<file path="src/rtl/memif_pkg.sv">
// rtl/memif_pkg.sv - grant, state and tag definitions for the memory interface arbiter
package memif_pkg;

    // One-hot grant indication
    localparam logic [1:0] GRANT_NONE = 2'b00;
    localparam logic [1:0] GRANT_M0   = 2'b01;
    localparam logic [1:0] GRANT_M1   = 2'b10;

    typedef enum logic [1:0] {
        ST_IDLE   = 2'b00,
        ST_GRANT0 = 2'b01,
        ST_GRANT1 = 2'b10
    } arb_state_t;

    // A read tag is {master id, burstcount}
    function automatic int tag_width(input int burst_w);
        return 1 + burst_w;
    endfunction

endpackage

</file>
<file path="src/rtl/memif_tag_fifo.sv">
// rtl/memif_tag_fifo.sv - synchronous FIFO holding outstanding read tags
module memif_tag_fifo #(
    parameter int WIDTH = 5,
    parameter int DEPTH = 8
) (
    input  logic             clk,
    input  logic             rst_n,
    input  logic             push,
    input  logic [WIDTH-1:0] push_data,
    input  logic             pop,
    output logic             full,
    output logic             empty,
    output logic [WIDTH-1:0] head
);

    localparam int             PTR_W   = $clog2(DEPTH);
    localparam logic [PTR_W:0] PTR_ONE = (PTR_W + 1)'(1);

    logic [WIDTH-1:0] mem [DEPTH];
    logic [PTR_W:0]   wr_ptr;
    logic [PTR_W:0]   rd_ptr;
    logic             do_push;
    logic             do_pop;

    // A slot freed by a pop in the same cycle may be refilled immediately
    assign do_pop  = pop & ~empty;
    assign do_push = push & (~full | do_pop);
    assign empty   = (wr_ptr == rd_ptr);
    assign full    = (wr_ptr[PTR_W] != rd_ptr[PTR_W]) &&
                     (wr_ptr[PTR_W-1:0] == rd_ptr[PTR_W-1:0]);
    assign head    = mem[rd_ptr[PTR_W-1:0]];

    // Read/write pointers with wrap bit for full/empty detection
    always_ff @(posedge clk or negedge rst_n) begin
        if (!rst_n) begin
            wr_ptr <= '0;
            rd_ptr <= '0;
        end else begin
            if (do_push) wr_ptr <= wr_ptr + PTR_ONE;
            if (do_pop)  rd_ptr <= rd_ptr + PTR_ONE;
        end
    end

    // Tag storage; contents are meaningless while empty so no reset
    always_ff @(posedge clk) begin
        if (do_push) mem[wr_ptr[PTR_W-1:0]] <= push_data;
    end

endmodule

</file>
<file path="src/rtl/memif_arbiter.sv">
// rtl/memif_arbiter.sv - two-master round-robin arbiter for the SDRAM controller local port
module memif_arbiter
    import memif_pkg::*;
#(
    parameter int ADDR_W      = 25,
    parameter int DATA_W      = 16,
    parameter int BURST_W     = 4,
    parameter int MAX_PENDING = 8
) (
    input  logic               ref_clk,
    input  logic               reset_n,
    input  logic [ADDR_W-1:0]  m0_address,
    input  logic               m0_read,
    input  logic               m0_write,
    input  logic [BURST_W-1:0] m0_burstcount,
    input  logic [DATA_W-1:0]  m0_writedata,
    input  logic [1:0]         m0_byteenable,
    output logic               m0_waitrequest,
    output logic [DATA_W-1:0]  m0_readdata,
    output logic               m0_readdatavalid,
    input  logic [ADDR_W-1:0]  m1_address,
    input  logic               m1_read,
    input  logic               m1_write,
    input  logic [BURST_W-1:0] m1_burstcount,
    input  logic [DATA_W-1:0]  m1_writedata,
    input  logic [1:0]         m1_byteenable,
    output logic               m1_waitrequest,
    output logic [DATA_W-1:0]  m1_readdata,
    output logic               m1_readdatavalid,
    output logic [ADDR_W-1:0]  avm_address,
    output logic               avm_read,
    output logic               avm_write,
    output logic [BURST_W-1:0] avm_burstcount,
    output logic [DATA_W-1:0]  avm_writedata,
    output logic [1:0]         avm_byteenable,
    input  logic               avm_waitrequest,
    input  logic [DATA_W-1:0]  avm_readdata,
    input  logic               avm_readdatavalid,
    output logic [1:0]         grant_id,
    output logic               rsp_err
);

    localparam int               TAG_W    = tag_width(BURST_W);
    localparam logic [BURST_W-1:0] BC_ONE = BURST_W'(1);
    localparam logic [BURST_W:0] BEAT_ONE = (BURST_W + 1)'(1);

    arb_state_t         state;
    arb_state_t         state_nxt;
    logic               last_grant;
    logic               wr_active;
    logic [BURST_W-1:0] wr_remaining;
    logic [BURST_W-1:0] rsp_beats;

    logic               req0;
    logic               req1;
    logic               sel;
    logic               granted;
    logic               sel_read;
    logic               sel_write;
    logic [BURST_W-1:0] sel_bc;
    logic               cmd_rd;
    logic               cmd_wr;
    logic               can_push;
    logic               rd_accept;
    logic               wr_accept;
    logic               wr_last;
    logic               cmd_done;

    logic               tag_push;
    logic               tag_pop;
    logic               tag_full;
    logic               tag_empty;
    logic [TAG_W-1:0]   tag_head;
    logic               head_id;
    logic [BURST_W-1:0] head_bc;
    logic [BURST_W:0]   rsp_beats_inc;
    logic               rsp_hit;
    logic               rsp_last;

    assign req0      = m0_read | m0_write;
    assign req1      = m1_read | m1_write;
    assign sel       = (state == ST_GRANT1);
    assign granted   = (state != ST_IDLE);
    assign sel_read  = sel ? m1_read       : m0_read;
    assign sel_write = sel ? m1_write      : m0_write;
    assign sel_bc    = sel ? m1_burstcount : m0_burstcount;

    // Write wins if a master raises both strobes; a read needs a free tag slot
    assign cmd_wr    = granted & sel_write;
    assign cmd_rd    = granted & sel_read & ~sel_write;
    assign can_push  = ~tag_full | tag_pop;
    assign rd_accept = cmd_rd & can_push & ~avm_waitrequest;
    assign wr_accept = cmd_wr & ~avm_waitrequest;
    assign wr_last   = wr_active ? (wr_remaining == BC_ONE) : (sel_bc <= BC_ONE);
    assign cmd_done  = rd_accept | (wr_accept & wr_last);
    assign tag_push  = rd_accept;

    // Read responses follow the head tag; pop once its last beat arrives
    assign head_id       = tag_head[BURST_W];
    assign head_bc       = tag_head[BURST_W-1:0];
    assign rsp_beats_inc = {1'b0, rsp_beats} + BEAT_ONE;
    assign rsp_last      = (rsp_beats_inc >= {1'b0, head_bc});
    assign rsp_hit       = avm_readdatavalid & ~tag_empty;
    assign tag_pop       = rsp_hit & rsp_last;

    assign m0_readdata      = avm_readdata;
    assign m1_readdata      = avm_readdata;
    assign m0_readdatavalid = rsp_hit & ~head_id;
    assign m1_readdatavalid = rsp_hit & head_id;

    memif_tag_fifo #(
        .WIDTH (TAG_W),
        .DEPTH (MAX_PENDING)
    ) u_tag_fifo (
        .clk       (ref_clk),
        .rst_n     (reset_n),
        .push      (tag_push),
        .push_data ({sel, sel_bc}),
        .pop       (tag_pop),
        .full      (tag_full),
        .empty     (tag_empty),
        .head      (tag_head)
    );

    // Arbitration state register
    always_ff @(posedge ref_clk or negedge reset_n) begin
        if (!reset_n) state <= ST_IDLE;
        else          state <= state_nxt;
    end

    // Registered round-robin pick in IDLE; grant held until the command completes
    always_comb begin
        state_nxt = state;
        case (state)
            ST_IDLE: begin
                if (req0 && (!req1 || last_grant)) state_nxt = ST_GRANT0;
                else if (req1)                     state_nxt = ST_GRANT1;
            end
            ST_GRANT0, ST_GRANT1: begin
                if (cmd_done) state_nxt = ST_IDLE;
            end
            default: state_nxt = ST_IDLE;
        endcase
    end

    // Steer the granted master onto the controller port and gate its waitrequest
    always_comb begin
        grant_id       = GRANT_NONE;
        m0_waitrequest = 1'b1;
        m1_waitrequest = 1'b1;
        avm_address    = sel ? m1_address    : m0_address;
        avm_writedata  = sel ? m1_writedata  : m0_writedata;
        avm_byteenable = sel ? m1_byteenable : m0_byteenable;
        avm_burstcount = sel_bc;
        avm_read       = cmd_rd & can_push;
        avm_write      = cmd_wr;
        case (state)
            ST_GRANT0: begin
                grant_id       = GRANT_M0;
                m0_waitrequest = avm_waitrequest | (cmd_rd & ~can_push);
            end
            ST_GRANT1: begin
                grant_id       = GRANT_M1;
                m1_waitrequest = avm_waitrequest | (cmd_rd & ~can_push);
            end
            default: ;
        endcase
    end

    // Round-robin history and write-burst beat countdown
    always_ff @(posedge ref_clk or negedge reset_n) begin
        if (!reset_n) begin
            last_grant   <= 1'b1;
            wr_active    <= 1'b0;
            wr_remaining <= '0;
        end else begin
            if (cmd_done) last_grant <= sel;
            if (wr_accept) begin
                if (wr_last) begin
                    wr_active    <= 1'b0;
                    wr_remaining <= '0;
                end else if (wr_active) begin
                    wr_remaining <= wr_remaining - BC_ONE;
                end else begin
                    wr_active    <= 1'b1;
                    wr_remaining <= sel_bc - BC_ONE;
                end
            end
        end
    end

    // Beats received for the head tag, and sticky flag for responses with no owner
    always_ff @(posedge ref_clk or negedge reset_n) begin
        if (!reset_n) begin
            rsp_beats <= '0;
            rsp_err   <= 1'b0;
        end else begin
            if (rsp_hit) rsp_beats <= rsp_last ? '0 : rsp_beats_inc[BURST_W-1:0];
            if (avm_readdatavalid && tag_empty) rsp_err <= 1'b1;
        end
    end

endmodule
</file>
<file path="config.mk">
export PLATFORM = sky130hd
export DESIGN_NAME = memif_arbiter
export DESIGN_NICKNAME = d
export VERILOG_FILES = /design/src/rtl/memif_pkg.sv /design/src/rtl/memif_tag_fifo.sv /design/src/rtl/memif_arbiter.sv
export SDC_FILE = /design/constraint.sdc
export NUM_CORES = 1
export LEC_CHECK = 0
export CORE_ASPECT_RATIO = 0.8
export CORE_UTILIZATION = 35
export DETAILED_ROUTE_END_ITERATION = 16
export PLACE_DENSITY = 0.73
export SYNTH_ARGS = -nofsm -noshare
export SYNTH_HDL_FRONTEND = slang
export SYNTH_SLANG_ARGS = --single-unit
</file>
<file path="constraint.sdc">
create_clock -name ref_clk -period 6.1 [get_ports ref_clk]
set_input_delay 1.83 -clock ref_clk [delete_from_list [all_inputs] [get_ports ref_clk]]
set_output_delay 1.83 -clock ref_clk [all_outputs]
set_load 0.02 [all_outputs]
</file>
* Word-level counts from Yosys, hierarchy flattened
Memories as Yosys holds them, arrays and structs flattened.
Cells that the tools add are included.
** Word-level totals
- Register bits :: 21
- Word-level logic and storage cells :: 79
- Output and inout port bits :: 88
- Bits of input ports :: 118
- Memory bits (writable) :: 40
- Memories kept :: 1
- Latch bits :: 0
- Memory bits (read-only) :: 0
** Memories
- u_tag_fifo.mem :: depth 8, width 5, read ports 1, clocked after memory_dff 0, wr ports 1, line memif_tag_fifo.sv:19 : logic [WIDTH-1:0] mem [DEPTH];
** Cells by class
- Reductions and logical operators :: 9
- Bitwise operators :: 26
- Shift-type cells :: 0
- Mux-type cells :: 20
- Equal/unequal tests :: 8
- Multiply operators :: 0
- Add/sub/neg operators :: 5
- Div/mod/pow operators :: 0
- Magnitude comparators :: 2
** Operator list (number)
- 25-bit two-way mux :: 1
- 16-bit two-way mux :: 1
- 4-bit two-way mux :: 4
- 1-bit bitwise AND :: 14
- 4-bit by 1-bit adder with 4-bit output, second input constant :: 2
- 1-bit two-way mux :: 8
- 2-bit two-way mux :: 4
- 2-bit case mux with 2 select lines :: 2
- 4-bit by 1-bit subtractor with 4-bit output, second input constant :: 2
- 1-bit NOT :: 6
- 1-bit OR :: 6
- 4-bit by 1-bit adder with 5-bit output, second input constant :: 1
- 5-bit by 4-bit >= comparator with 1-bit output :: 1
- 4-bit by 1-bit equality test with 1-bit output, second input constant :: 1
- 4-bit equality test :: 1
- 4-bit by 1-bit <= comparator with 1-bit output, second input constant :: 1
- 3-bit equality test :: 1
- 1-bit logical AND :: 3
- 3-bit != test, second input constant :: 1
- 2-bit by 1-bit equality test with 1-bit output, second input constant :: 1
- 2-bit equality test, second input constant :: 1
- 2-bit logical NOT :: 1
- 2-bit != test, second input constant :: 1
- 2-bit AND reduction :: 1
- 5 further kinds :: 5

* Logic depth before layout (Yosys ltp)
Gate-level depths: netlist (run 1).
- Word-level depth :: 10
- Mapped depth :: 11
- Depth with buffers taken out :: 10

* Hierarchy
A second synthesis (run 1) with hierarchy kept.
** Unflattened totals
- Cell total of the unflattened synthesis :: 325
- Area, all modules :: 4031.4 sq um
** By module, submodules not included
- memif_tag_fifo :: area an instance 2140.8 sq um, cells each 114, instances 1, seq. area each 1401.3 sq um
- memif_arbiter :: area an instance 1890.6 sq um, cells each 211, instances 1, seq. area each 326.6 sq um

* Least setup slack after synthesis (run 1)
No wires, ideal clock.
- Path kind :: register to output
- Start point :: register u_tag_fifo.rd_ptr[0]
- End point :: output m0_waitrequest
- Data required time :: 4270 ps
- Buffers on the path :: 2
- Arrival time :: 2862 ps
- Setup slack :: 1408 ps
- Cell stages (with the launch flop) :: 11
- Cell sequence :: dfrtp_1 > buf_2 > mux4_2 > mux2_2 > ha_1 > nor2b_1 > o21ai_1 > a311o_1 > buf_6 > o21ba_2 > nand2_1
** On the way
- Longest elaborated chain between the ends :: 9
- Elaborated cells on any way between the ends :: 14
- Those cells by class :: order compare (1); eq/ne (2); mux (1); bitwise (8); reduce/logical (1); memory (1)
** Ends and longest elaborated chain
- start: declaration :: line memif_tag_fifo.sv:21 : logic [PTR_W:0] rd_ptr;
- start signal: assignment :: line memif_tag_fifo.sv:40 : if (do_pop) rd_ptr <= rd_ptr + PTR_ONE;
- branches (longest 4 deep; another with memory read 8 x 5 bit)
- 1-bit OR * :: line memif_arbiter.sv:91 : assign can_push = ~tag_full | tag_pop;
- 1-bit NOT * :: line memif_arbiter.sv:160 : m0_waitrequest = avm_waitrequest | (cmd_rd & ~can_push);
- 1-bit bitwise AND * :: line memif_arbiter.sv:160
- 1-bit OR * :: line memif_arbiter.sv:160
- 1-bit two-way mux * :: line memif_arbiter.sv:157 : case (state)
- end: declaration :: line memif_arbiter.sv:18 : output logic m0_waitrequest,
Mark *: on every way between the ends.

* Final worst setup path (run 1)
- Start point :: input m0_write
- End point :: output m1_waitrequest
** On the way
- Longest elaborated chain between the ends :: 6
** Ends and longest elaborated chain
- start: declaration :: line memif_arbiter.sv:14 : input logic m0_write,
- 1-bit two-way mux :: line memif_arbiter.sv:85 : assign sel_write = sel ? m1_write : m0_write;
- 1-bit NOT :: line memif_arbiter.sv:90 : assign cmd_rd = granted & sel_read & ~sel_write;
- 1-bit bitwise AND :: line memif_arbiter.sv:90
- 1-bit bitwise AND :: line memif_arbiter.sv:164 : m1_waitrequest = avm_waitrequest | (cmd_rd & ~can_push);
- 1-bit OR :: line memif_arbiter.sv:164
- 1-bit two-way mux :: line memif_arbiter.sv:157
- end: declaration :: line memif_arbiter.sv:27 : output logic m1_waitrequest,
Every way passes these cells.

==> flow_summary.toml, run 1 <==
[detailed_routing]
viasPerCell = 4.894
drc_errors = 0
totalWireLength_um = 10720
routedWlPerCell_um = 18.11
ant_nets = 0
dr.pass1.iters = 4
dr_total_vias = 2897
drt-initial-drc-count = 127

[setup_path]
crit_top_cell = "clkdlybuf4s50_1"
crit_family = "buffers and inverters"
crit_path_start_kind = "input port"
worstPathRequired_ns = 4.27
cp_slowest_stage_delay_ns = 0.61
r2r_start = "u_tag_fifo.rd_ptr[1]"
reg2reg_depth = 9
timing_worst_setup_path_type = "input port to primary output"
rr_endpoint = "u_tag_fifo.mem[5][4]"
worstPathMaxFanout = 3
end_kind = "primary output"
reg2reg_slack_ns = 2.44
arrival_ns = 3.84
crit_chain = "clkdlybuf4s50_1 -> or3b_1 -> a21o_1 -> o21ba_2 -> nand2_1 -> clkdlybuf4s50_1"
slowest_stage = "clkdlybuf4s50_1"
cp_num_buf_inv = 2

[floorplan]
die-area_sq_mm = 0.01162
die_w_um = 120.3
initial_utilization = 0.3596
num_io_pins = 206
std_cell_rows = 34
core-area_sq_mm = 0.01089
die_h_um = 96.61

[sta]
slew_violations = 0
min_period_ns = 5.673
tns_ns = 0
setup_slack_ns = 0.4268
whs_ns = 0.4692
max_slew.worst_pin.slew_ns = 1.009
post-route-period-util = 0.9300
fin_skew_ns = 0.006508
slew_headroom = 0.3251
rsz0062_at_grt = "no"
fmax_ghz = 0.1763
hold_viol_final = 0
final-setup-viol-count = 0

[run]
cap_violations = 0

[power]
switching_power_w = 0.0009523
power_frac_comb = 0.537
p_int_w = 0.001552
p_sw_frac = 0.3802
p_clk_frac = 0.202
p_seq_frac = 0.260
power_density_mw_per_mm2 = 439.2
power_w = 0.002505
ir_drop_mv = 0.1656
p_leak_nw = 2.152

[synth]
syn_inst = 312
synth_most_common_cell = "mux2_2"
synth_area_leaders = "edfxtp_1 31%, mux2_2 13%, dfrtp_1 13%"
synth_edf_count = 40
async_reset_ff_frac = 0.3443
synth_top_cell_area_share = 0.3067
synth_top_cell_by_area = "edfxtp_1"
syn_avg_cell_area_sq_um = 12.55
syn_nets = 445
synth_seq_cells = 61
synthDistinctLibCells = 55
ys_seq_area_frac = 0.4412
synthFlopType = "edfxtp_1"
synthTopCellsByCount = "45 x mux2_2, 40 x edfxtp_1, 34 x buf_4, 20 x dfrtp_1"
yosys_warnings = 0
netlist_area_sq_mm = 0.003916

[cts]
post-cts-setup-buffer-count = 0
path_clk_slew_ns = 0.05
cts_made_buffers = 9
cts_hold_buf = 0
ctsRootBufferMaster = "clkbuf_16"
cts_resized = 0
clk_latency_ns = 0.32
clockBufferDepth = 2
htreeDepth = 3
tritoncts = "done"
cts_sinks = 61

[grt]
use_met1 = 0.1950
grt_pass1_wl_um = 16930
use_met3 = 0.08373
track_usage = 0.1936
grt_pass1_vias = 3233
grt_overflow = 0
met2_usage = 0.3515
grt_busiest_layer = "met2"
grt_max_degree = 35
antenna_found_initial = 1

[placed_design]
hpwl_um = 8623
placed_area_sq_mm = 0.005395
io_buffers = 157
pre_cts_slack_ns = 0.4219
place_congestion = 0.8143

[cells_and_area]
register_area_sq_mm = 0.001728
layout.nets = 575
multi_input_area_sq_mm = 0.001784
fin_area_sq_mm = 0.005703
syn2layout_area_growth_pct = 45.62
nFillCells = 978
layout-drive-gt1-share = 0.2058

[min_path]
holdPathEnd = "rsp_err"
min-delay-start = "rsp_err"
hold-path-cell-count = 1
hold_class = "register to register"

[run_status]
status = "complete, no violations"
[per-layer routing]
metal  share of wire  vias up
met5               0        -
met4           0.016        0
met3           0.086       13
met2            0.54      106
met1            0.36     1393
li1                -     1385
[cell families after synthesis]
kind of cell	share of synthesized area
AO/OA/AOI/OAI	0.06678
XOR/XNOR	0.03706
adder cells (fa/ha/maj)	0.04792
buffers and inverters	0.1038
flip-flops	0.4412
multiplexers	0.2192
AND/OR/NAND/NOR	0.08403
[cell usage in the layout, fill, tap and decap left out, types with 2 or more instances in the layout]
master           netlist  layout
o21ai_0                8       8
xnor2_2                3       3
clkdlybuf4s50_1        0     157
inv_1                 15      15
o31ai_1                3       3
clkbuf_16              0       9
o21ba_2                2       2
clkinvlp_4             0       2
mux4_2                10      10
clkbuf_8               0       2
mux2i_1               10      10
dfrtp_1               20      20
ha_1                  15      14
nor3_1                 4       4
mux2_2                45      45
clkbuf_1               1       2
xor2_1                 5       5
nand2_1               15      15
nor3b_1                2       2
a21oi_1                3       3
a31oi_1                3       3
nand4_1                2       2
edfxtp_1              40      40
nor2b_1                3       3
nand3_1                7       7
a311o_1                2       2
xnor2_1                6       6
buf_4                 34      10
nor4_1                 6       6
nor2_1                 8       8
and3_1                 2       2
[worst max-delay path by stage]
stage                    startpoint        endpoint  slack (ns)  cells after the start
2_1_floorplan  u_tag_fifo.rd_ptr[0]  m0_waitrequest        1.41                     10
3_3_place_gp                m0_read  m1_waitrequest        0.45                      6
3_5_place_dp                m0_read  m1_waitrequest        0.42                      6
4_1_cts                     m0_read  m1_waitrequest        0.42                      6
5_1_grt                     m0_read  m1_waitrequest        0.38                      6
6_report                   m0_write  m1_waitrequest        0.43                      6
[stage by stage]
step | util | instances
floorplan | - | 312
global placement | 0.4954 | 575
detailed placement | 0.4954 | 575
CTS | 0.5234 | 591
global route | 0.5237 | 592
finish | 0.5237 | 592
[area by class of cell]
type                       count  area share
multi-input combinational    188      0.3129
inverter                      15    0.009873
clock buffer                  13     0.04563
sequential                    61      0.3030
timing repair buffer         167      0.2887
clock inverter                 3    0.007898
tap                          144     0.03159
antenna                        1   0.0004388
[sequential cells by signal, indices dropped and copies added, names as in the netlist]
register / count
u_tag_fifo.mem: 40
rsp_beats: 4
u_tag_fifo.rd_ptr: 4
u_tag_fifo.wr_ptr: 4
wr_remaining: 4
state: 2
last_grant: 1
rsp_err: 1
wr_active: 1
[worst reg2reg max path: stages, from the launching register on]
cell,delay [ns]
dfrtp_1,0.73
mux4_2,0.41
mux2_2,0.29
ha_1,0.28
nor2b_1,0.04
o21ai_1,0.25
a311o_1,0.33
buf_4,0.21
nand2_4,0.10
nor3_1,0.64
[power groups by stage]
stage	clock, W	sequential (W)	combinational, W
floorplan	0	0.000595	0.000986
global placement	0	0.000654	0.00133
detailed placement	0	0.000659	0.00135
CTS	0.000520	0.000652	0.00136
global route	0.000537	0.000664	0.00147
finish	0.000507	0.000652	0.00135
No activity file was read; power rests on OpenSTA's default activity.
==> inputs of run 2 (changes only) <==
Settings changed: CTS_CLUSTER_SIZE set to 14.
==> results of run 2 <==
Same layout as run 1: the final DEF is identical, and so are final timing and power.
